==> src/rtl/ram_port_arbiter.sv <==
// Round-robin arbiter/sequencer placing a fetch port and a load/store port onto one
// single-port RAM with a registered read output; byte addresses become word addresses.
module ram_port_arbiter #(
  parameter int ADDR_W = 10,
  parameter int DATA_W = 32,
  parameter int RD_LAT = 1
) (
  input  logic              clk,
  input  logic              rst,
  input  logic              p0_req,
  input  logic [31:0]       p0_addr,
  output logic              p0_done,
  output logic [DATA_W-1:0] p0_rdata,
  output logic              p0_err,
  input  logic              p1_req,
  input  logic              p1_we,
  input  logic [31:0]       p1_addr,
  input  logic [DATA_W-1:0] p1_wdata,
  output logic              p1_done,
  output logic [DATA_W-1:0] p1_rdata,
  output logic              p1_err,
  output logic              ram_we,
  output logic [ADDR_W-1:0] ram_addr,
  output logic [DATA_W-1:0] ram_din,
  input  logic [DATA_W-1:0] ram_dout,
  output logic              busy,
  output logic              owner
);

  localparam int CNT_W = (RD_LAT > 1) ? $clog2(RD_LAT) : 1;

  typedef enum logic [1:0] {IDLE, ISSUE, READ, DONE} state_t;

  state_t             state;
  logic               last;
  logic               we_q;
  logic [CNT_W-1:0]   cnt;

  logic               gnt_valid;
  logic               gnt;
  logic [31:0]        g_addr;
  logic               g_we;
  logic [DATA_W-1:0]  g_wdata;
  logic               g_bad;

  // On a tie the port that did not win last time is granted.
  always_comb begin
    gnt_valid = p0_req | p1_req;
    gnt       = (p0_req && p1_req) ? ~last : p1_req;
    g_addr    = gnt ? p1_addr : p0_addr;
    g_we      = gnt & p1_we;
    g_wdata   = gnt ? p1_wdata : '0;
    g_bad     = (|g_addr[1:0]) || (|g_addr[31:ADDR_W+2]);
  end

  always_ff @(posedge clk or posedge rst) begin
    if (rst) begin
      state    <= IDLE;
      last     <= 1'b1;
      we_q     <= 1'b0;
      cnt      <= '0;
      p0_done  <= 1'b0;
      p0_rdata <= '0;
      p0_err   <= 1'b0;
      p1_done  <= 1'b0;
      p1_rdata <= '0;
      p1_err   <= 1'b0;
      ram_we   <= 1'b0;
      ram_addr <= '0;
      ram_din  <= '0;
      busy     <= 1'b0;
      owner    <= 1'b0;
    end else begin
      p0_done <= 1'b0;
      p0_err  <= 1'b0;
      p1_done <= 1'b0;
      p1_err  <= 1'b0;
      case (state)
        IDLE: begin
          if (gnt_valid) begin
            owner <= gnt;
            last  <= gnt;
            busy  <= 1'b1;
            we_q  <= g_we;
            if (g_bad) begin
              // Rejected accesses never touch the RAM and complete immediately.
              if (gnt) begin
                p1_done <= 1'b1;
                p1_err  <= 1'b1;
              end else begin
                p0_done <= 1'b1;
                p0_err  <= 1'b1;
              end
              state <= DONE;
            end else begin
              ram_addr <= g_addr[ADDR_W+1:2];
              ram_din  <= g_wdata;
              ram_we   <= g_we;
              state    <= ISSUE;
            end
          end
        end
        ISSUE: begin
          ram_we <= 1'b0;
          cnt    <= CNT_W'(RD_LAT - 1);
          state  <= READ;
        end
        READ: begin
          if (cnt == '0) begin
            if (owner) begin
              p1_done <= 1'b1;
              if (!we_q) p1_rdata <= ram_dout;
            end else begin
              p0_done <= 1'b1;
              if (!we_q) p0_rdata <= ram_dout;
            end
            state <= DONE;
          end else begin
            cnt <= cnt - 1'b1;
          end
        end
        DONE: begin
          busy  <= 1'b0;
          owner <= 1'b0;
          state <= IDLE;
        end
        default: state <= IDLE;
      endcase
    end
  end

endmodule

==> config.mk <==
export PLATFORM = sky130hd
export DESIGN_NAME = ram_port_arbiter
export DESIGN_NICKNAME = d
export VERILOG_FILES = /design/src/rtl/ram_port_arbiter.sv
export SDC_FILE = /design/constraint.sdc
export NUM_CORES = 1
export LEC_CHECK = 0
export BUFFER_PORTS_ARGS = -buffer_cell sky130_fd_sc_hd__buf_2
export CORE_MARGIN = 2
export CORE_UTILIZATION = 46
export CTS_CLUSTER_DIAMETER = 150
export DETAILED_ROUTE_END_ITERATION = 10
export PLACE_DENSITY_LB_ADDON = 0.08
export SYNTH_ARGS = -nofsm -noshare
export SYNTH_HDL_FRONTEND = slang
export SYNTH_SLANG_ARGS = --single-unit
export TNS_END_PERCENT = 50
==> constraint.sdc <==
create_clock -name clk -period 4.9 [get_ports clk]
set_input_delay 0.49 -clock clk [delete_from_list [all_inputs] [get_ports clk]]
set_output_delay 0.49 -clock clk [all_outputs]
set_load 0.1 [all_outputs]
==> reports/qor.yml, run 1 <==
status: "completed"
r2r-start: "state[1]"
drc: 0
synth_seq_cells: 117
holdCritPathClass: "input pin to async pin"
core-area_um2: 10300
num_vias: 3751
ys_seq_area_frac: 0.606
synth_edf_count: 0
insertion_delay_ns: 0.50
cp-end-kind: "flip-flop"
path_max_fanout: 21
setup_viol: 0
die_y_um: 107
grt-ovfl-total: 0
cts.sinks: 117
die-area_um2: 11300
area_growth_pct: 39.7
grt_pass1_vias: 3895
grt_max_degree: 82
start_util: 0.470
synthFlopType: "dfrtp_1"
wl_met2_um: 5690
io_pins: 246
final.min_clock_period_ns: 2.57
m1WireLength_um: 4990
cp_slowest_stage_delay_ns: 0.98
drt-vias-per-instance: 5.02
clk_pin_slew_ns: 0.06
synth_cell_types: 35
nFillCells: 834
cp.depth: 6
regToRegSetupSlack_ns: 2.33
post_cts_buffers: 0
crit_start: "state[1]"
cts_max_level: 4
syn-cell-area_um2: 4830
grt.total_usage: 0.215
yosysWarnings: 0
first_pass_iters: 4
antenna_cells: 0
path_delay_family: "simple AND/OR/NAND/NOR gates"
syn_avg_cell_area_um2: 13.9
synthXorXnorAreaFrac: 0
cpMaxStageDelayCell: "nor3_2"
numCtsBuffers: 17
maxCapViolations: 0
hold_buffers: 0
clock_skew_ns: 0.00573
grt_pass1_wl_um: 18900
top_layer: "met4"
drtIter0Drc: 159
drv_slew: 0
synthMuxAreaShare: 0.170
crit_type: "flip-flop to flip-flop"
cts_root_buf: "clkbuf_8"
drive_gt1_frac: 0.583
postSynthCellCount: 348
path_cells: "inv_1 -> ha_1 -> nand3_1 -> nor3_2 -> nor3_1 -> o22ai_2"
synth_area_leader_cell: "dfrtp_1"
synth_top_family_by_area: "multiplexers"
crit_arrival_ns: 2.98
synth_most_common_cell: "dfrtp_1"
synth_compound_area_frac: 0.105
wl_per_cell_um: 15.7
num-nets-final: 736
yosys.area_share.simple: 0.0807
synth_top_cell_area_share: 0.600
relSlewSlack: 0.215
hold_viol_final: 0
rsz0062_at_grt: "no"
cts_tree: "done"
synth_nets: 485
antenna_found_initial: 0
die_w_um: 107
routed_wl_um: 11800
ctsResizeCount: 0
fmax_ghz: 0.390
dr_wl_met3_um: 904
tightest_slew_ns: 1.17
crit_buf_inv: 1
cts_max_path_buffers: 2
worst-r2r-cell-count: 6
cp-endpoint: "ram_addr[3]"
synth_fa_ha_area_frac: 0.0104
gp_congestion: 0.801
fp-row-count: 37
r2r_end: "ram_addr[3]"
antenna_left: 0
synthTopCellsByArea: "dfrtp_1 60%, mux2_2 13%, a22o_1 6.0%"
async_flop_share: 1.00
dp_hpwl_um: 8430
tns_ns: 0
synthTopCellsByCount: "116 x dfrtp_1, 55 x mux2_2, 33 x a22o_1"
period_share: 0.524
port_buffers: 245
worstPathRequired_ns: 5.31
worst_setup_path_start_kind: "flip-flop"
[worst register-to-register path: stages, from the launching register on]
cell	delay [ns]
dfrtp_1	0.41
inv_1	0.10
ha_1	0.41
nand3_1	0.26
nor3_2	0.98
nor3_1	0.16
o22ai_2	0.16
[routing by layer]
layer	vias up	global-route usage
met3	16	0.0656
met5	-	0
met4	0	0.0788
met2	155	0.350
met1	1795	0.272
li1	1785	-
[metrics by stage]
stage | std cells | setup slack [ns] | utilization | hold slack, ns | cell area, µm²
2_1_floorplan | 348 | 1.31 | - | 0.464 | 4830
3_3_place_gp | 716 | 2.45 | 0.600 | 0.461 | 6170
3_5_place_dp | 716 | 2.33 | 0.600 | 0.471 | 6170
4_1_cts | 747 | 2.31 | 0.657 | 0.183 | 6750
5_1_grt | 747 | 2.06 | 0.657 | 0.190 | 6750
6_report | 747 | 2.33 | 0.657 | 0.212 | 6750
[cells in the final DEF (no fill, tap or decap), types with 3 or more instances in the layout]
cell type and instances:
a22o_1 33, buf_2 245, buf_4 5, bufinv_16 3, clkbuf_16 16, clkinv_2 3
clkinvlp_4 3, dfrtp_1 116, ha_1 4, inv_1 6, mux2_1 9, mux2_2 55
mux2i_1 10, nand2_1 12, nand3_1 3, nor2_1 18, nor3_1 15, nor4_1 5
nor4_2 6, o21ai_0 7, o22ai_1 3, o22ai_2 8
[worst min path at each step]
stage            startpoint            to  slack, ns
6_report                rst  p0_rdata[13]       0.21
5_1_grt        p1_wdata[10]   ram_din[10]       0.19
4_1_cts        p1_wdata[16]   ram_din[16]       0.18
3_5_place_dp    p0_rdata[4]   p0_rdata[4]       0.47
3_3_place_gp   p0_rdata[15]  p0_rdata[15]       0.46
2_1_floorplan          we_q          we_q       0.46
[cell type report]
type,count,area [µm²],area share
Inverter,7,28.8,0.00426
Clock inverter,12,154,0.0228
Sequential cell,117,2930,0.434
Clock buffer,19,432,0.0639
Timing Repair Buffer,250,1260,0.187
Tap cell,136,170,0.0252
Multi-Input combinational cell,206,1780,0.263
[cells by family (layout without fill, tap and decap cells)]
group           after synthesis  after routing
compound gates               60             60
fa+ha+maj                     4              4
buf+inv                      25            288
flops                       117            117
mux                          74             74
simple gates                 68             68
[state kept, by name, summed over array words and instances, names as in the netlist]
signal and count:
last 1, p0_done 1, ram_we 1, busy 1
owner 1, p1_err 1, p1_done 1, p0_rdata 32
p0_err 1, we_q 1, ram_addr 10, ram_din 32
p1_rdata 32, state 2
Power of run 1 is left out: the tool's default activity adds up to more than one toggle a clock period on the data nets, which glitch-free logic cannot reach.
==> inputs of run 2 (changes only) <==
- ABC_AREA: default -> 1
- clock period: 4.9 -> 2.4 ns (I/O delays scaled with it)
==> run 2 against run 1 <==
Effect of this change:
- utilization increased by 5.6 points
- maximum frequency grew 21%
- hold slack worse by 0.20 ns
- worst setup slack got worse by 2.1 ns
- critical path depth increased by 4
- clock skew up 0.0013 ns
- global-route usage grew 2.0 points
- die area is 0.15% lower
- non-clock buffer count grew 58
- synthesized cell count is 49% higher
- sequential cell count did not move
- critical path type unchanged
- largest cell class unchanged
==> reports/qor.yml, run 2 <==
power.total_mw: 11.7
path_max_fanout: 36  # was 21
power_density_nw_per_um2: 1590
crit_arrival_ns: 2.51  # was 2.98 ns
worstPathRequired_ns: 2.79  # was 5.31 ns
seq_power_share: 0.250
synthTopCellsByArea: "dfrtp_1 60%, nand2_1 12%, o21ai_0 7.4%"  # was dfrtp_1 60%, mux2_2 13%, a22o_1 6.0%
cpMostUsedCell: "nand2_4"
drtIter0Drc: 357  # was 159
synth_fa_ha_area_frac: 0.0104  # about the same
drt-vias-per-instance: 4.77  # was 5.02
cpMaxStageDelayCell: "dfstp_2"  # was nor3_2
clock_skew_ns: 0.00708  # was 0.00573 ns
synthTopCellsByCount: "156 x nand2_1, 116 x dfrtp_1, 71 x o21ai_0"  # was 116 x dfrtp_1, 55 x mux2_2, 33 x a22o_1
start_util: 0.470  # about the same
reg_top3: "p0_rdata: 32 flops, p1_rdata: 32 flops, ram_din: 32 flops"  # unchanged
routed_wl_um: 12900  # was 11,800 µm
final_cell_mix: "245 x buf_2, 156 x nand2_1, 116 x dfrtp_1"  # was 245 x buf_2, 116 x dfrtp_1, 55 x mux2_2
synthFlopType: "dfrtp_1"  # unchanged
rsz0062_at_grt: "no"  # unchanged
p_int_mw: 5.17
synth_most_common_cell: "nand2_1"  # was dfrtp_1
port_buffers: 245  # unchanged
power_frac_comb: 0.537
syn-cell-area_um2: 4830  # about the same
synthXorXnorAreaFrac: 0  # unchanged
first_pass_iters: 7  # was 4
clk_pin_slew_ns: 0.06  # about the same
synth_compound_area_frac: 0.131  # was 0.105
yosysWarnings: 0  # unchanged
wl_per_cell_um: 13.3  # was 15.7 µm
synth_top_cell_area_share: 0.601  # was 0.600
async_flop_share: 1.00  # unchanged
design_area_um2: 7330  # was 6750 µm²
final.min_clock_period_ns: 2.12  # was 2.57 ns
placed_cells_incl_taps: 879  # was 716
ys_seq_area_frac: 0.607  # was 0.606
antenna_left: 0  # unchanged
num_vias: 4614  # was 3,751
maxCapViolations: 0  # unchanged
path_cells: "nand2_1 -> nand2_4 -> inv_4 -> nor2_4 -> nand3_2 -> nand2_4 -> nand2_4 -> buf_4 -> nand2_1 -> o21ai_1"  # was inv_1 -> ha_1 -> nand3_1 -> nor3_2 -> nor3_1 -> o22ai_2
nFillCells: 801  # was 834
crit_buf_inv: 2  # was 1
p_switching_mw: 6.48
synth_edf_count: 0  # unchanged
cts_tree: "done"  # unchanged
status: "completed"  # unchanged
switching_share: 0.556
drc: 0  # unchanged
period_share: 0.885  # was 0.524
path_delay_family: "simple AND/OR/NAND/NOR gates"  # unchanged
cp-end-kind: "flip-flop"  # unchanged
fp-row-count: 37  # unchanged
relSlewSlack: 0.596  # was 0.215
syn_avg_cell_area_um2: 9.32  # was 13.9 µm²
power.leakage_nw: 4.03
drive_gt1_frac: 0.363  # was 0.583
regToRegSetupSlack_ns: 0.28  # was 2.33 ns
crit_type: "flip-flop to flip-flop"  # unchanged
die-area_um2: 11300  # about the same
holdCritPathClass: "input pin to flip-flop"  # was input pin to async pin
postSynthCellCount: 518  # was 348
antenna_cells: 0  # unchanged
synthMuxAreaShare: 0.0207  # was 0.170
holdPathEnd: "p1_rdata[12]"
synth_cell_types: 23  # was 35
grt-ovfl-total: 0  # unchanged
die_y_um: 106  # was 107 µm
insertion_delay_ns: 0.50  # about the same
grt_pass1_vias: 4609  # was 3,895
synth_area_leader_cell: "dfrtp_1"  # unchanged
cp_slowest_stage_delay_ns: 0.53  # was 0.98 ns
r2r-start: "last"  # was state[1]
r2r_end: "ram_addr[1]"  # was ram_addr[3]
grt_max_degree: 118  # was 82
synth_seq_cells: 117  # unchanged
final_common_cell: "buf_2"  # unchanged
synth_nets: 655  # was 485
dp_hpwl_um: 8360  # was 8430 µm
fmax_ghz: 0.471  # was 0.390 GHz
ctsResizeCount: 0  # unchanged
grt_pass1_wl_um: 21100  # was 18,900 µm
hold_viol_final: 0  # unchanged
fin_worst_hold_slack_ns: 0.0160  # was 0.212 ns
clkPwrFrac: 0.213
synth_top_family_by_area: "simple AND/OR/NAND/NOR gates"  # was multiplexers
placed_area_um2: 6160  # was 6170 µm²
grt.total_usage: 0.235  # was 0.215
drv_slew: 0  # unchanged
stdcell_count: 968  # was 747
cts.sinks: 117  # unchanged
tightest_slew_ns: 0.606  # was 1.17 ns
cts_root_buf: "clkbuf_8"  # unchanged
io_pins: 246  # unchanged
antenna_found_initial: 0  # unchanged
core-area_um2: 10300  # unchanged
peakVddDrop_mv: 1.36
area_growth_pct: 51.8  # was 39.7%
tns_ns: 0  # unchanged
worst_setup_path_start_kind: "flip-flop"  # unchanged
holdPathStages: 3
yosys.area_share.simple: 0.166  # was 0.0807
cts_max_path_buffers: 2  # unchanged
cts_max_level: 4  # unchanged
setup_viol: 0  # unchanged
num-nets-final: 957  # was 736
gp_congestion: 0.828  # was 0.801
numCtsBuffers: 17  # unchanged
die_w_um: 106  # was 107 µm
worst-r2r-cell-count: 10  # was 6
min_from: "ram_dout[12]"
-- run 2: changes by cell type in the layout (fill, tap and decap cells not counted), sizes merged, moves of 12 or more --
| cell | delta |
|---|---|
| nand2 | +147 |
| o21ai | +104 |
| mux2 | -64 |
| dlygate4sd3 | +58 |
| inv | +36 |
| a22o | -33 |
| nor3 | -17 |
| nor2 | +15 |
| nor4 | -12 |
-- run 2: through the flow --
stage               setup slack, ns   util
floorplan                     0.541      -
global placement              0.357  0.599
detailed placement            0.268  0.599
CTS                           0.263  0.713
global route                  0.102  0.713
finish                        0.277  0.713
-- run 2: worst max path at each step --
stage                     cells past startpoint            to  slack [ns]  startpoint
after global routing                         10   ram_addr[1]        0.10        last
final                                        10   ram_addr[1]        0.28        last
after global placement                       10   ram_addr[7]        0.36        last
after detailed placement                     10   ram_addr[1]        0.27        last
after CTS                                    10   ram_addr[1]        0.26        last
after floorplan                               4  p1_rdata[10]        0.54       owner
-- run 2: layout make-up --
| cell class | count | area (µm²) | share of cell area |
|---|---|---|---|
| clock buffer | 22 | 463 | 0.0632 |
| timing repair buffer | 308 | 1870 | 0.255 |
| clock inverter | 9 | 126 | 0.0172 |
| tap | 136 | 170 | 0.0232 |
| sequential | 117 | 2930 | 0.400 |
| multi-input combinational | 331 | 1600 | 0.218 |
| inverter | 45 | 175 | 0.0239 |
-- run 2: power by group through the flow --
stage | Sequential (mW) | Combinational, mW | Clock, mW
3_5_place_dp | 2.93 | 6.20 | 0
5_1_grt | 2.99 | 6.56 | 2.64
2_1_floorplan | 7.06 | 0.975 | 0
4_1_cts | 2.91 | 6.28 | 2.53
6_report | 2.91 | 6.26 | 2.48
3_3_place_gp | 2.91 | 6.14 | 0
-- run 2: cell families after synthesis --
logic type      after synthesis
mux                          10
simple gates                201
flops                       117
buf+inv                      70
fa+ha+maj                     4
compound gates              116
-- run 2: timing repair --
action                    in CTS  in global routing
setup buffers                  0                  0
hold buffers                  58                  0
hold endpoints to repair     186                  0
-- run 2: layer usage --
layer | routed length (µm) | global-route usage | part of all wire | up-vias
met4 | 194 | 0.0826 | 0.015 | 0
met3 | 946 | 0.0693 | 0.073 | 18
li1 | - | - | - | 2257
met1 | 5330 | 0.290 | 0.41 | 2155
met5 | 0 | 0 | 0 | -
met2 | 6450 | 0.394 | 0.50 | 184
-- run 2: worst min-delay path, cell delays in order --
cell     delay [ns]
buf_2          0.09
inv_1          0.06
o21ai_0        0.08
Power figures use the tool's default switching activity.
